[src/rtl/approx_mul_pkg.sv]
// approx_mul_pkg: shared quadrant indices, mode encoding and sub-product mask
// for the split-operand approximate multiplier. Rev 1.0
`default_nettype none

package approx_mul_pkg;

  localparam int NUM_QUADS = 4;
  localparam int QUAD_LL   = 0;
  localparam int QUAD_LH   = 1;
  localparam int QUAD_HL   = 2;
  localparam int QUAD_HH   = 3;

  localparam logic MODE_EXACT  = 1'b0;
  localparam logic MODE_APPROX = 1'b1;

  typedef logic [NUM_QUADS-1:0] quad_mode_t;

  // Keep-mask for a sub-product: ones everywhere except the low `drop` bits.
  function automatic logic [31:0] sub_mask(input int unsigned drop);
    return 32'hFFFF_FFFF << drop;
  endfunction

endpackage

`default_nettype wire

[src/rtl/hslp_quad_mul.sv]
// hslp_quad_mul: one H x H quadrant multiplier; approximate mode clears the
// low APX_DROP bits of the sub-product. Rev 1.0
`default_nettype none

module hslp_quad_mul
  import approx_mul_pkg::*;
#(
  parameter int H        = 4,
  parameter int APX_DROP = 2
) (
  input  logic [H-1:0]   a,
  input  logic [H-1:0]   b,
  input  logic           mode,
  output logic [2*H-1:0] prod
);

  localparam logic [31:0]    MASK_FULL = sub_mask(APX_DROP);
  localparam logic [2*H-1:0] MASK      = MASK_FULL[2*H-1:0];

  logic [2*H-1:0] exact;

  assign exact = {{H{1'b0}}, a} * {{H{1'b0}}, b};
  assign prod  = (mode == MODE_APPROX) ? (exact & MASK) : exact;

endmodule

`default_nettype wire

[src/rtl/hslp_pipe_mul.sv]
// hslp_pipe_mul: three-stage valid/ready pipelined split-operand multiplier
// with per-quadrant approximate mode and a transfer counter. Rev 1.0
`default_nettype none

module hslp_pipe_mul
  import approx_mul_pkg::*;
#(
  parameter int WIDTH    = 8,
  parameter int APX_DROP = 2
) (
  input  logic               clk,
  input  logic               rst_n,
  input  logic               in_valid,
  output logic               in_ready,
  input  logic [WIDTH-1:0]   in_a,
  input  logic [WIDTH-1:0]   in_b,
  input  logic [3:0]         in_mode,
  output logic               out_valid,
  input  logic               out_ready,
  output logic [2*WIDTH-1:0] out_prod,
  output logic [3:0]         out_mode,
  output logic [15:0]        op_cnt
);

  localparam int H  = WIDTH / 2;
  localparam int PW = 2 * WIDTH;

  logic                            s1_valid, s2_valid, s3_valid;
  logic [WIDTH-1:0]                s1_a, s1_b;
  quad_mode_t                      s1_mode, s2_mode, s3_mode;
  logic [NUM_QUADS-1:0][2*H-1:0]   quad_prod, s2_sub;
  logic [PW-1:0]                   sum, s3_prod;
  logic                            s1_free, s2_free, s3_free;

  // A stage may load when it is empty or its contents move on this cycle,
  // so a downstream stall ripples back to in_ready combinationally.
  assign s3_free  = !s3_valid || out_ready;
  assign s2_free  = !s2_valid || s3_free;
  assign s1_free  = !s1_valid || s2_free;
  assign in_ready = rst_n && s1_free;

  for (genvar q = 0; q < NUM_QUADS; q++) begin : g_quad
    localparam bit A_HI = (q == QUAD_HL) || (q == QUAD_HH);
    localparam bit B_HI = (q == QUAD_LH) || (q == QUAD_HH);
    hslp_quad_mul #(
      .H        (H),
      .APX_DROP (APX_DROP)
    ) u_quad (
      .a    (A_HI ? s1_a[WIDTH-1:H] : s1_a[H-1:0]),
      .b    (B_HI ? s1_b[WIDTH-1:H] : s1_b[H-1:0]),
      .mode (s1_mode[q]),
      .prod (quad_prod[q])
    );
  end

  always_comb begin
    sum = PW'(s2_sub[QUAD_LL])
        + (PW'(s2_sub[QUAD_LH]) << H)
        + (PW'(s2_sub[QUAD_HL]) << H)
        + (PW'(s2_sub[QUAD_HH]) << (2 * H));
  end

  always_ff @(posedge clk or negedge rst_n) begin
    if (!rst_n) begin
      s1_valid <= 1'b0;
      s1_a     <= '0;
      s1_b     <= '0;
      s1_mode  <= '0;
    end else if (s1_free) begin
      s1_valid <= in_valid;
      if (in_valid) begin
        s1_a    <= in_a;
        s1_b    <= in_b;
        s1_mode <= in_mode;
      end
    end
  end

  always_ff @(posedge clk or negedge rst_n) begin
    if (!rst_n) begin
      s2_valid <= 1'b0;
      s2_sub   <= '0;
      s2_mode  <= '0;
    end else if (s2_free) begin
      s2_valid <= s1_valid;
      if (s1_valid) begin
        s2_sub  <= quad_prod;
        s2_mode <= s1_mode;
      end
    end
  end

  // Output registers only change when the result slot is free, which keeps
  // out_prod/out_mode frozen during an output stall.
  always_ff @(posedge clk or negedge rst_n) begin
    if (!rst_n) begin
      s3_valid <= 1'b0;
      s3_prod  <= '0;
      s3_mode  <= '0;
    end else if (s3_free) begin
      s3_valid <= s2_valid;
      if (s2_valid) begin
        s3_prod <= sum;
        s3_mode <= s2_mode;
      end
    end
  end

  always_ff @(posedge clk or negedge rst_n) begin
    if (!rst_n) begin
      op_cnt <= '0;
    end else if (s3_valid && out_ready) begin
      op_cnt <= op_cnt + 16'd1;
    end
  end

  assign out_valid = s3_valid;
  assign out_prod  = s3_prod;
  assign out_mode  = s3_mode;

endmodule

`default_nettype wire
[config.mk]
export PLATFORM = sky130hd
export DESIGN_NAME = hslp_pipe_mul
export DESIGN_NICKNAME = d
export VERILOG_FILES = /design/src/rtl/approx_mul_pkg.sv /design/src/rtl/hslp_quad_mul.sv /design/src/rtl/hslp_pipe_mul.sv
export SDC_FILE = /design/constraint.sdc
export NUM_CORES = 1
export LEC_CHECK = 0
export CORE_MARGIN = 4
export CORE_UTILIZATION = 59
export DETAILED_ROUTE_END_ITERATION = 8
export PLACE_DENSITY = 0.85
export SYNTH_ARGS = -nofsm -noshare
export SYNTH_HDL_FRONTEND = slang
export SYNTH_HIERARCHICAL = 1
export SYNTH_SLANG_ARGS = --single-unit
[constraint.sdc]
create_clock -name clk -period 8.5 [get_ports clk]
set_input_delay 2.55 -clock clk [delete_from_list [all_inputs] [get_ports clk]]
set_output_delay 2.55 -clock clk [all_outputs]
set_load 0.005 [all_outputs]
==> results of run 1 <==
## cell families after synthesis
kind of cell / Yosys count / share of synthesized area
flip-flops: 95 / 0.397
buffers and inverters: 33 / 0.0234
AND/OR/NAND/NOR: 169 / 0.148
XOR/XNOR: 32 / 0.0468
adder cells (fa/ha/maj): 82 / 0.203
multiplexers: 59 / 0.111
AO/OA/AOI/OAI: 66 / 0.0715
## where the power goes
| group | switching, uW | internal [uW] | leakage, uW | total, uW |
|---|---|---|---|---|
| Combinational | 503 | 531 | 0.00200 | 1030 |
| Clock | 166 | 139 | 0.000101 | 305 |
| Sequential | 125 | 590 | 0.00117 | 715 |
| Total | 794 | 1260 | 0.00327 | 2050 |
## layout by cell type, fill, tap and decap left out, types with 2 or more instances in the layout
cell type	count
clkdlybuf4s50_1	60
nor3_1	2
o21ai_1	5
and3b_1	2
clkbuf_8	9
o21a_1	3
o211ai_1	2
mux2_2	57
xnor2_1	21
xor2_1	11
and2_1	50
o2111ai_1	4
mux2i_1	2
and4_1	3
nand2b_1	4
a21o_1	6
a211oi_1	5
inv_1	23
fa_1	25
o21ai_0	13
dfrtp_1	95
nand3_1	14
a21oi_1	15
nand4_1	3
buf_4	2
inv_6	3
or4b_1	4
nor3b_1	4
a21o_2	4
ha_1	57
nand2_1	59
nor2b_1	6
a31oi_1	3
nor2_1	14
## state kept, by name (all words and copies together), names as in the netlist
| name | flops |
|---|---|
| out_valid | 1 |
| s1_mode | 4 |
| s1_valid | 1 |
| op_cnt | 16 |
| out_prod | 16 |
| s2_sub | 32 |
| out_mode | 4 |
| s2_valid | 1 |
| s1_b | 8 |
| s2_mode | 4 |
| s1_a | 8 |
## Yosys cell counts (all sizes together) (7+ instances only)
cell type / instances
a21oi: 15
mux2: 57
fa: 25
dfrtp: 95
xnor2: 21
nand2: 60
buf: 7
nor2: 14
nand3: 14
a21o: 10
o21ai: 18
ha: 57
inv: 23
xor2: 11
and2: 51
## stage by stage
step | total power (uW) | hold WS (ns) | util | area [sq um] | instances
after floorplan | 1410 | 0.433 | - | 5990 | 536
after global placement | 1680 | 0.444 | 0.684 | 6720 | 721
after detailed placement | 1740 | 0.453 | 0.684 | 6720 | 721
after CTS | 2060 | 0.474 | 0.705 | 6920 | 737
after global routing | 2220 | 0.498 | 0.705 | 6920 | 737
final | 2050 | 0.470 | 0.705 | 6920 | 737
## layout make-up
| cell class | count | area share |
|---|---|---|
| timing repair buffer | 62 | 0.0890 |
| sequential | 95 | 0.344 |
| clock buffer | 9 | 0.0179 |
| multi-input combinational | 408 | 0.502 |
| clock inverter | 7 | 0.0112 |
| inverter | 23 | 0.0125 |
| tap | 133 | 0.0241 |
## worst min-delay path, cell delays in order (launching register included)
cell and delay (ns):
dfrtp_1 0.36, nand2_1 0.05, nand2_1 0.05
## metal layers
layer,share of wire,vias to the layer above
met5,0,-
met4,0.019,0
met3,0.043,19
met2,0.50,98
met1,0.44,2041
li1,-,1987
## how the worst max path moves through the flow
stage	from	to	slack, ns	depth (start not counted)
global route	out_ready	in_ready	1.96	5
global placement	out_ready	in_ready	2.05	5
detailed placement	out_ready	in_ready	2.02	5
floorplan	out_ready	in_ready	3.00	3
CTS	out_ready	in_ready	2.01	5
finish	out_ready	in_ready	2.00	5
==> run metrics, run 1 <==
final setup margin 2.00 ns; WS Path Type in -> out; via/cell ratio 5.62; cell count after synthesis 536; Post-Syn Nets 642; final wirelength 11,700 um; Max Cap Viol 0; total CTS buffers 9; cell taking the most area after synthesis dfrtp_1; crit path cell chain clkdlybuf4s50_1 > nor2b_1 > nand3_1 > and2_1 > clkdlybuf4s50_1; port bufs 61; Tcrit/Tclk final 0.764; FF+latch count, synth 95; Setup violations, final 0; Max rail drop VDD 0.155 mV; initial drt markers 174; largest net degree at the start of global routing 68; hold_buf cts 0; grt peak-use layer met2; largest stage delay on the critical path 0.48 ns; post-synth cell types 45; met1 Use GR 0.278; Final Max Tran Viols 0; Synth area leaders dfrtp_1 40%, ha_1 12%, mux2_2 11%; Post-synth ARST share 1.00; maximum clock path buffer count 2; Hold Path End out_prod[1]; hold path startpoint s2_sub[1]; Main synth FF type dfrtp_1; Antenna Nets Post-Route 0; M2 GR Usage 0.376; cell area power density 297 nW/um^2; area of the multi-input gates 3470 sq um; number of synthesized flops with an enable pin 0; Final #Nets 705; Core Area 9820 sq um; Antenna Cells 0; Worst R2R Start s1_b[7]; Chip Width 109 um; RSZ-0062 raised after global routing false; final hold violation count 0; via count 4,145; Critical Path Most Common Cell clkdlybuf4s50_1; Hold Crit Class reg -> reg; die area 11,800 sq um; slack of the worst reg-to-reg path 5.27 ns; CTS tree done; Initial Util 0.610; vias in the first global route 4,251; worst-skew pair later-pin latency 0.37 ns; status finished clean; grt total ovfl 0; syn_area_per_cell 11.2 sq um; worst slack at placement 2.02 ns; dpl hpwl 8800 um; Slew Limit Headroom 0.334; Area growth syn-to-layout 15.5%; post-cts resize count 0; clock skew 0.0146 ns; Req. time, crit path 5.95 ns; # rows 36; WHS Path Cells 2; antenna violations before repair 0; Die Y 109 um; slowest CP cell clkdlybuf4s50_1; post-route setup TNS 0 ns; met3 global-route usage 0.0272; Synth top area share 0.397; first-pass GRT wire length 20,100 um; Reg clk slew, reported paths 0.10 ns; crit path time final 6.50 ns; max frequency 154 MHz; Post-Synthesis Cell Area 5990 sq um; share of cells above drive strength 1 0.134; Tot GR Track Use 0.217; Top Ports 62; CP top delay family buffers and inverters; Detailed Routing Iterations Pass 1 5; # DRC 0; Startpoint Class input pin; Synth warnings 6; sequential area share after synthesis 0.397; crit end category primary output; post-CTS setup buffers 0; Max FO, Critical Path 5; Arr. time, crit path 3.95 ns; Slew @ Worst Pin 0.996 ns; fillcell total 744; worst reg2reg path depth 9; CTS H-tree lvls 3; Final GP Congestion 0.833; end of the worst register-to-register path s2_sub[15]; clk root buf clkbuf_8; Leakage 0.00327 uW; wire length per cell 15.9 um; Bufs and invs on worst path 2; Reg area 2380 sq um; # clock sinks 95
(Power assumes the default switching activity.)
==> run 2: changes to the inputs <==
--- a/config.mk
+++ b/config.mk
@@ -6,9 +6,9 @@
 export NUM_CORES = 1
 export LEC_CHECK = 0
 export CORE_MARGIN = 4
-export CORE_UTILIZATION = 59
+export CORE_UTILIZATION = 52
 export DETAILED_ROUTE_END_ITERATION = 8
-export PLACE_DENSITY = 0.85
+export PLACE_DENSITY = 0.8
 export SYNTH_ARGS = -nofsm -noshare
 export SYNTH_HDL_FRONTEND = slang
 export SYNTH_HIERARCHICAL = 1
==> constraint.sdc (replaced) <==
create_clock -name clk -period 5.7 [get_ports clk]
set_input_delay 1.71 -clock clk [delete_from_list [all_inputs] [get_ports clk]]
set_output_delay 1.71 -clock clk [all_outputs]
set_load 0.005 [all_outputs]
==> run 2 against run 1 <==
Net effect: wire length is 0.60% higher; power is 56% higher; register-to-register slack worse by 2.7 ns; first-iteration DRC count is 24% higher; core utilization is 6.6 points lower; clock-buffer cell count is 2 higher; critical path depth stayed put; cell count is 1.1% higher; global-route usage is 2.2 points lower.
==> run metrics, run 2 (synthesis gave the netlist of run 1 again) <==
Tcrit/Tclk final 0.847; largest stage delay on the critical path 0.48 ns; Core Area 11,000 sq um; most frequent cells in the layout 95 x dfrtp_1, 60 x clkdlybuf4s50_1, 59 x nand2_1; slowest CP cell clkdlybuf4s50_1; vias in the first global route 4,280; Slew Limit Headroom 0.370; Tot GR Track Use 0.195; Die Y 115 um; Bufs and invs on worst path 2; via count 4,122; post-cts resize count 0; post-route setup TNS 0 ns; max reg flops 32; final wirelength 11,800 um; Max FO, Critical Path 5; dpl hpwl 8890 um; Arr. time, crit path 3.12 ns; Final #Nets 706; Detailed Routing Iterations Pass 1 4; final hold slack 0.462 ns; final instance area 7040 sq um; maximum clock path buffer count 2; CP top delay family buffers and inverters; Area growth syn-to-layout 17.6%; Max rail drop VDD 0.229 mV; Final GP Congestion 0.860; worst-skew pair later-pin latency 0.34 ns; share of cells above drive strength 1 0.136; cell area power density 456 nW/um^2; Setup violations, final 0; via/cell ratio 5.53; Final Max Tran Viols 0; post-CTS setup buffers 0; Hold Crit Class reg -> reg; Top Ports 62; initial drt markers 216; Antenna Nets Post-Route 0; largest net degree at the start of global routing 49; antenna violations before repair 0; crit path time final 4.83 ns; total CTS buffers 9; wire length per cell 15.8 um; max frequency 207 MHz; Chip Width 115 um; Max Cap Viol 0; Antenna Cells 0; Startpoint Class input pin; port bufs 61; Initial Util 0.543; die area 13,300 sq um; final hold violation count 0; Req. time, crit path 3.99 ns; commonest non-fill, non-tap cell in the layout dfrtp_1; status finished clean; clk root buf clkbuf_16; crit path cell chain clkdlybuf4s50_1 > nor2b_1 > nand3_1 > and2_1 > clkdlybuf4s50_1; first-pass GRT wire length 20,400 um; most flop-heavy register s2_sub; Critical Path Most Common Cell clkdlybuf4s50_1; Reg clk slew, reported paths 0.06 ns; hold_buf cts 0; # rows 38; grt total ovfl 0; RSZ-0062 raised after global routing false; Leakage 0.00333 uW; placed cell area 6730 sq um; CTS H-tree lvls 3; CTS tree done; WS Path Type in -> out; # clock sinks 95; Slew @ Worst Pin 0.943 ns; clock skew 0.00550 ns; crit end category primary output; # DRC 0
[run 2: final timing paths]
kind / from / end / slack, ns / cells past startpoint
min in group asynchronous: rst_n / op_cnt[3] / 1.46 / 2
worst max-delay path: out_ready / in_ready / 0.87 / 5
max in group asynchronous: rst_n / s1_b[2] / 3.21 / 3
worst max register to register: s1_a[0] / s2_sub[15] / 2.53 / 9
worst min-delay path: s2_sub[2] / out_prod[2] / 0.46 / 2
worst min register to register: s2_sub[2] / out_prod[2] / 0.46 / 2
[run 2: tightest hold or removal path, cell delays in order (launching register included)]
cell	delay, ns
dfrtp_1	0.34
nand2_1	0.05
nand2_1	0.05
[run 2: cell type report]
class                      count  area (sq um)
sequential                    95          2380
inverter                      23          86.3
fill                         901          3990
clock inverter                 5          56.3
clock buffer                  11           253
multi-input combinational    408          3470
tap                          140           175
timing repair buffer          63           623
[run 2: per-layer routing]
metal,vias up,routed length (um),GRT usage
met5,-,0,0
met4,0,228,0.0759
li1,1990,-,-
met1,2021,5450,0.260
met3,16,459,0.0316
met2,95,5640,0.320
[run 2: where the power goes]
part | leakage (uW) | switching, uW | internal (uW)
registers | 0.00117 | 181 | 882
clock network | 0.000152 | 255 | 363
logic | 0.00200 | 741 | 791
[run 2: per-stage QoR]
step / util / setup WS [ns] / power, uW / instances
finish: 0.638 / 0.872 / 3210 / 745
global route: 0.638 / 0.817 / 3490 / 745
CTS: 0.638 / 0.870 / 3240 / 745
detailed placement: 0.610 / 0.887 / 2600 / 729
global placement: 0.610 / 0.923 / 2510 / 729
floorplan: - / 1.88 / 2100 / 536
==> patch 1, RTL diff (config.mk and constraints of run 1) <==
Add an input register stage for `in_mode`, cleared by the reset; this delays it by one clock. The other inputs are not delayed to match.
--- a/src/rtl/hslp_pipe_mul.sv
+++ b/src/rtl/hslp_pipe_mul.sv
@@ -24,6 +24,16 @@
 
   localparam int H  = WIDTH / 2;
   localparam int PW = 2 * WIDTH;
+
+  logic [3:0] in_mode_q;
+
+  always_ff @(posedge clk or negedge rst_n) begin
+    if (!rst_n) begin
+      in_mode_q <= '0;
+    end else begin
+      in_mode_q <= in_mode;
+    end
+  end
 
   logic                            s1_valid, s2_valid, s3_valid;
   logic [WIDTH-1:0]                s1_a, s1_b;
@@ -71,7 +81,7 @@
       if (in_valid) begin
         s1_a    <= in_a;
         s1_b    <= in_b;
-        s1_mode <= in_mode;
+        s1_mode <= in_mode_q;
       end
     end
   end
Function: changed (Yosys sat finds a counterexample within 4 cycles, from zero or initial values and one cycle with rst_n low).
==> patch 1 against run 1 <==
Sequential cell count increased by 4. Synthesized area is 1.8% higher. Worst setup slack lost 0.024 ns. Cell area rose by 1.4%. Clock skew decreased by 0.0031 ns. Routed wire length grew 0.44%. First-iteration DRC count is 8.6% lower. Sequential power up 3%. Power shrank 0.54%.
==> patch 1: results (changes against run 1) <==
* Hold Path Depth at 1 (-1)
* Final clock skew at 0.0115 ns (-0.00309 ns)
* Tot GR Track Use at 22.4% (+0.74 points)
* Net count, final at 709 (+0.57%)
* Switching power at 0.000801 W (+0.84%)
* Reg-to-Reg End: s2_sub[23]
* First-pass GRT wire length at 20800 µm (+3.7%)
* P_leak at 3.34 nW (+1.9%)
* Ranking of synthesized cells by area: dfrtp_1 (41%), ha_1 (12%), mux2_1 (11%), fa_1 (8.2%), and2_1 (5.1%)
* Share of layout cells above drive strength 1 at 4.11% (-9.3 points)
* Drt first pass iters at 4 (-1)
* Placed insts at 725 (+0.55%)
* R2r setup slk at 5.25 ns (-0.02 ns)
* Hold_sp: in_mode_q[3]
* Pin count of the biggest net entering global routing at 60 (-12%)
* DR iter-0 viols at 159 (-8.6%)
* Fillcell total at 731 (-1.7%)
* DR vias/cell at 5.58 (-0.76%)
* Vias at 4136 (-0.22%)
* VDD IR max at 139 µV (-10%)
* Sequential area share after synthesis at 40.6% (+0.95 points)
* Critical Path AT at 3.97 ns (+0.02 ns)
* Average detailed-routed wire length per instance at 15.9 µm (-0.11%)
* Mapped Nets at 646 (+0.62%)
* Hold worst-path end: s1_mode[3]
* Post-synth cell types at 44 (-2.2%)
* Seq pwr share at 36.0% (+1.2 points)
* Mux contribution to synthesized area at 10.9% (-0.19 points)
* Outcome: complete, no violations
* Placer Congestion at 0.835 (+0.23%)
* Vias in the first global route at 4429 (+4.2%)
* Top cells by count, synth: dfrtp_1 (99), nand2_1 (59), ha_1 (57), mux2_1 (57), and2_1 (50)
* Xor/xnor cell area share of the yosys netlist at 4.60% (-0.082 points)
## patch 1: changes by cell type after synthesis, sizes merged
cell	before	now
buf	7	8
clkbuf	3	2
dfrtp	95	99
## patch 1: cell type report
type	instances	area share (%)
clock inverter	6	0.802
clock buffer	10	1.96
inverter	23	1.23
tap	133	2.37
sequential	99	35.3
timing repair buffer	62	8.77
multi-input combinational	408	49.6
## patch 1: stage by stage
step / utilization [%] / area, µm² / hold WS, ns
global route: 70.8 / 7020 / 0.489
floorplan: - / 6090 / 0.433
detailed placement: 68.9 / 6820 / 0.460
global placement: 68.9 / 6820 / 0.437
finish: 70.8 / 7020 / 0.474
CTS: 70.8 / 7020 / 0.480
## patch 1: metal layers
layer	vias up	global-route usage, %	wire (µm)
met5	-	0	0
met1	2044	28.6	5120
met2	77	37.9	6010
met4	0	6.95	147
li1	2001	-	-
met3	14	5.46	477
## patch 1: critical path: stages
cell and delay, ns:
clkdlybuf4s50_1 0.47, nor2b_1 0.19, nand3_1 0.14, and2_1 0.18, clkdlybuf4s50_1 0.44
==> patch 2, RTL diff (flow settings as in run 1) <==
Made on the original files. `WIDTH`: 8 -> 10.
--- a/src/rtl/hslp_pipe_mul.sv
+++ b/src/rtl/hslp_pipe_mul.sv
@@ -5,7 +5,7 @@
 module hslp_pipe_mul
   import approx_mul_pkg::*;
 #(
-  parameter int WIDTH    = 8,
+  parameter int WIDTH    = 10,
   parameter int APX_DROP = 2
 ) (
   input  logic               clk,
Interface: changed (resized in_a, in_b and out_prod); port bits go from 62 to 70. The function was not compared with the original's and may differ.
==> patch 2 against run 1 <==
Routed wire length is 44% higher. Sequential power grew 22%. Power grew 58%. Fmax decreased by 0.29%. Register-to-register slack got worse by 0.76 ns. Synthesized area is 37% higher. Cell area up 35%. Critical path depth is the same. Sequential cell count is 16 higher. Worst setup slack got worse by 0.019 ns. Cell count rose by 38%. Die area rose by 35%. Critical path type unchanged.
==> patch 2: results (changes against run 1) <==
* Placer Congestion at 0.813 (-2.4%)
* Final clock skew at 0.00689 ns (-0.00772 ns)
* Antenna fix cells at 0 (unchanged)
* Post-synth cell types at 60 (+33%)
* DP HPWL at 12700 µm (+44%)
* Cts repair resizes at 0 (unchanged)
* VDD IR max at 164 µV (+5.8%)
* Number of synthesis warnings at 6 (unchanged)
* Max-slew violation count at 0 (unchanged)
* Slowest stage delay, CP at between 0.4 and 0.5 ns
* Final Instance Count excl. Fillers at 1016 (+38%)
* # H-tree levels at 3 (unchanged)
* P_leak at 4.32 nW (+32%)
* Reg with most FFs: s2_sub
* Vias at 5797 (+40%)
* Most frequent cell after synthesis: dfrtp_1
* Least-Margin Pin Slew at 1.06 ns (+0.0595 ns)
* Mapped Nets at 926 (+44%)
* Drt first pass iters at 5 (unchanged)
* Final WL at 16800 µm (+44%)
* Max reg flops at 40 (+25%)
* DR iter-0 viols at 313 (+80%)
* Syn Inst Count at 768 (+43%)
* Fillcell total at 994 (+34%)
* Slowest-stage cell, CP: clkdlybuf4s50_1
* Reg clk slew, reported paths at 0.08 ns (-0.02 ns)
* Area after DPL at 0.00905 mm² (+35%)
* Ranking of synthesized cells by area: dfrtp_1 (34%), ha_1 (13%), fa_1 (11%), mux2_1 (9.3%), and2_1 (5.8%)
* Top cells by count, synth: dfrtp_1 (111), nand2_1 (92), ha_1 (83)
* First-pass GRT wire length at 29000 µm (+45%)
* Share of layout cells above drive strength 1 at 6.90% (-6.5 points)
* Post-Place Setup Slack at 1.99 ns (-0.0228 ns)
* Worst hold path type: reg -> reg
* Pin count of the biggest net entering global routing at 71 (+4.4%)
* Crit Path Max Fanout at 4 (-1)
* Tot GR Track Use at 22.3% (+0.57 points)
* # Post-CTS Setup Buffers at 0 (unchanged)
* Critical Path AT at 3.97 ns (+0.02 ns)
* CTS Buffer Depth at 2 (unchanged)
* Sequential area share after synthesis at 33.7% (-6.0 points)
* Clock root cell: clkbuf_16
* Worst-Skew Late Latency at approximately 0.36 ns
* I/O Buffers at 69 (+13%)
* Async S/R FF share, synth at 100% (unchanged)
* Crit path max-delay family: buffers and inverters
* Outcome: complete, no violations
* Total CTS buffers at 9 (unchanged)
* Net count, final at 993 (+41%)
* Vias in the first global route at 6160 (+45%)
* Number of antenna violations at the first check in global routing at 0 (unchanged)
patch 2: worst register-to-register path, stage by stage, from the launching register on:
cell and delay [ns]:
dfrtp_1 0.56, nand2_1 0.14, fa_1 0.53, fa_1 0.53, fa_1 0.54, inv_1 0.04, ha_1 0.33, nor2b_4 0.17
o21ai_2 0.07, a21boi_2 0.22, nor4_1 0.08, a311o_1 0.37, mux2_1 0.31
patch 2: per-stage QoR:
step	hold WS, ns	power (W)	utilization, %
finish	0.478	0.00325	69.6
global route	0.482	0.00353	69.6
CTS	0.478	0.00326	69.6
detailed placement	0.452	0.00277	67.3
global placement	0.446	0.00266	67.3
floorplan	0.435	0.00229	-
patch 2: layer usage:
layer	track usage [%]	vias to the layer above	share of wire, %
li1	-	2733	-
met1	28.5	2901	43
met2	38.8	134	51
met3	3.81	29	3.8
met4	6.62	0	2.2
met5	0	-	0
patch 2: logic make-up after synthesis:
| family | Yosys count | synth area share (%) |
|---|---|---|
| AO/OA/AOI/OAI | 77 | 7.39 |
| XOR/XNOR | 39 | 4.15 |
| adder cells (fa/ha/maj) | 130 | 24.0 |
| buffers and inverters | 84 | 4.54 |
| flip-flops | 111 | 33.7 |
| multiplexers | 69 | 9.44 |
| AND/OR/NAND/NOR | 258 | 16.7 |
patch 2: report_power, final:
part	internal, W	switching [W]	leakage (nW)
clock network	0.000237	0.000211	0.154
registers	0.000705	0.000169	1.36
logic	0.000906	0.00102	2.81
total	0.00185	0.00140	4.32
patch 2: area by class of cell:
type / instances / area [µm²] / area share [%]
multi-input cells: 573 / 5080 / 54.3
flip-flops and latches: 111 / 2780 / 29.7
repair buffers: 72 / 711 / 7.59
inverters: 68 / 255 / 2.73
clock buffers: 10 / 229 / 2.45
well taps: 176 / 220 / 2.35
clock inverters: 6 / 86.3 / 0.922
patch 2: final timing paths:
| path | startpoint | to | slack, ns | cells after the start |
|---|---|---|---|---|
| min in group asynchronous | rst_n | out_prod[17] | 2.18 | 1 |
| setup reg to reg | s1_b[9] | s2_sub[18] | 4.51 | 12 |
| setup / recovery | out_ready | in_ready | 1.98 | 5 |
| hold / removal | op_cnt[15] | op_cnt[15] | 0.48 | 1 |
| max in group asynchronous | rst_n | s2_sub[17] | 5.06 | 2 |
| hold reg to reg | op_cnt[15] | op_cnt[15] | 0.48 | 1 |
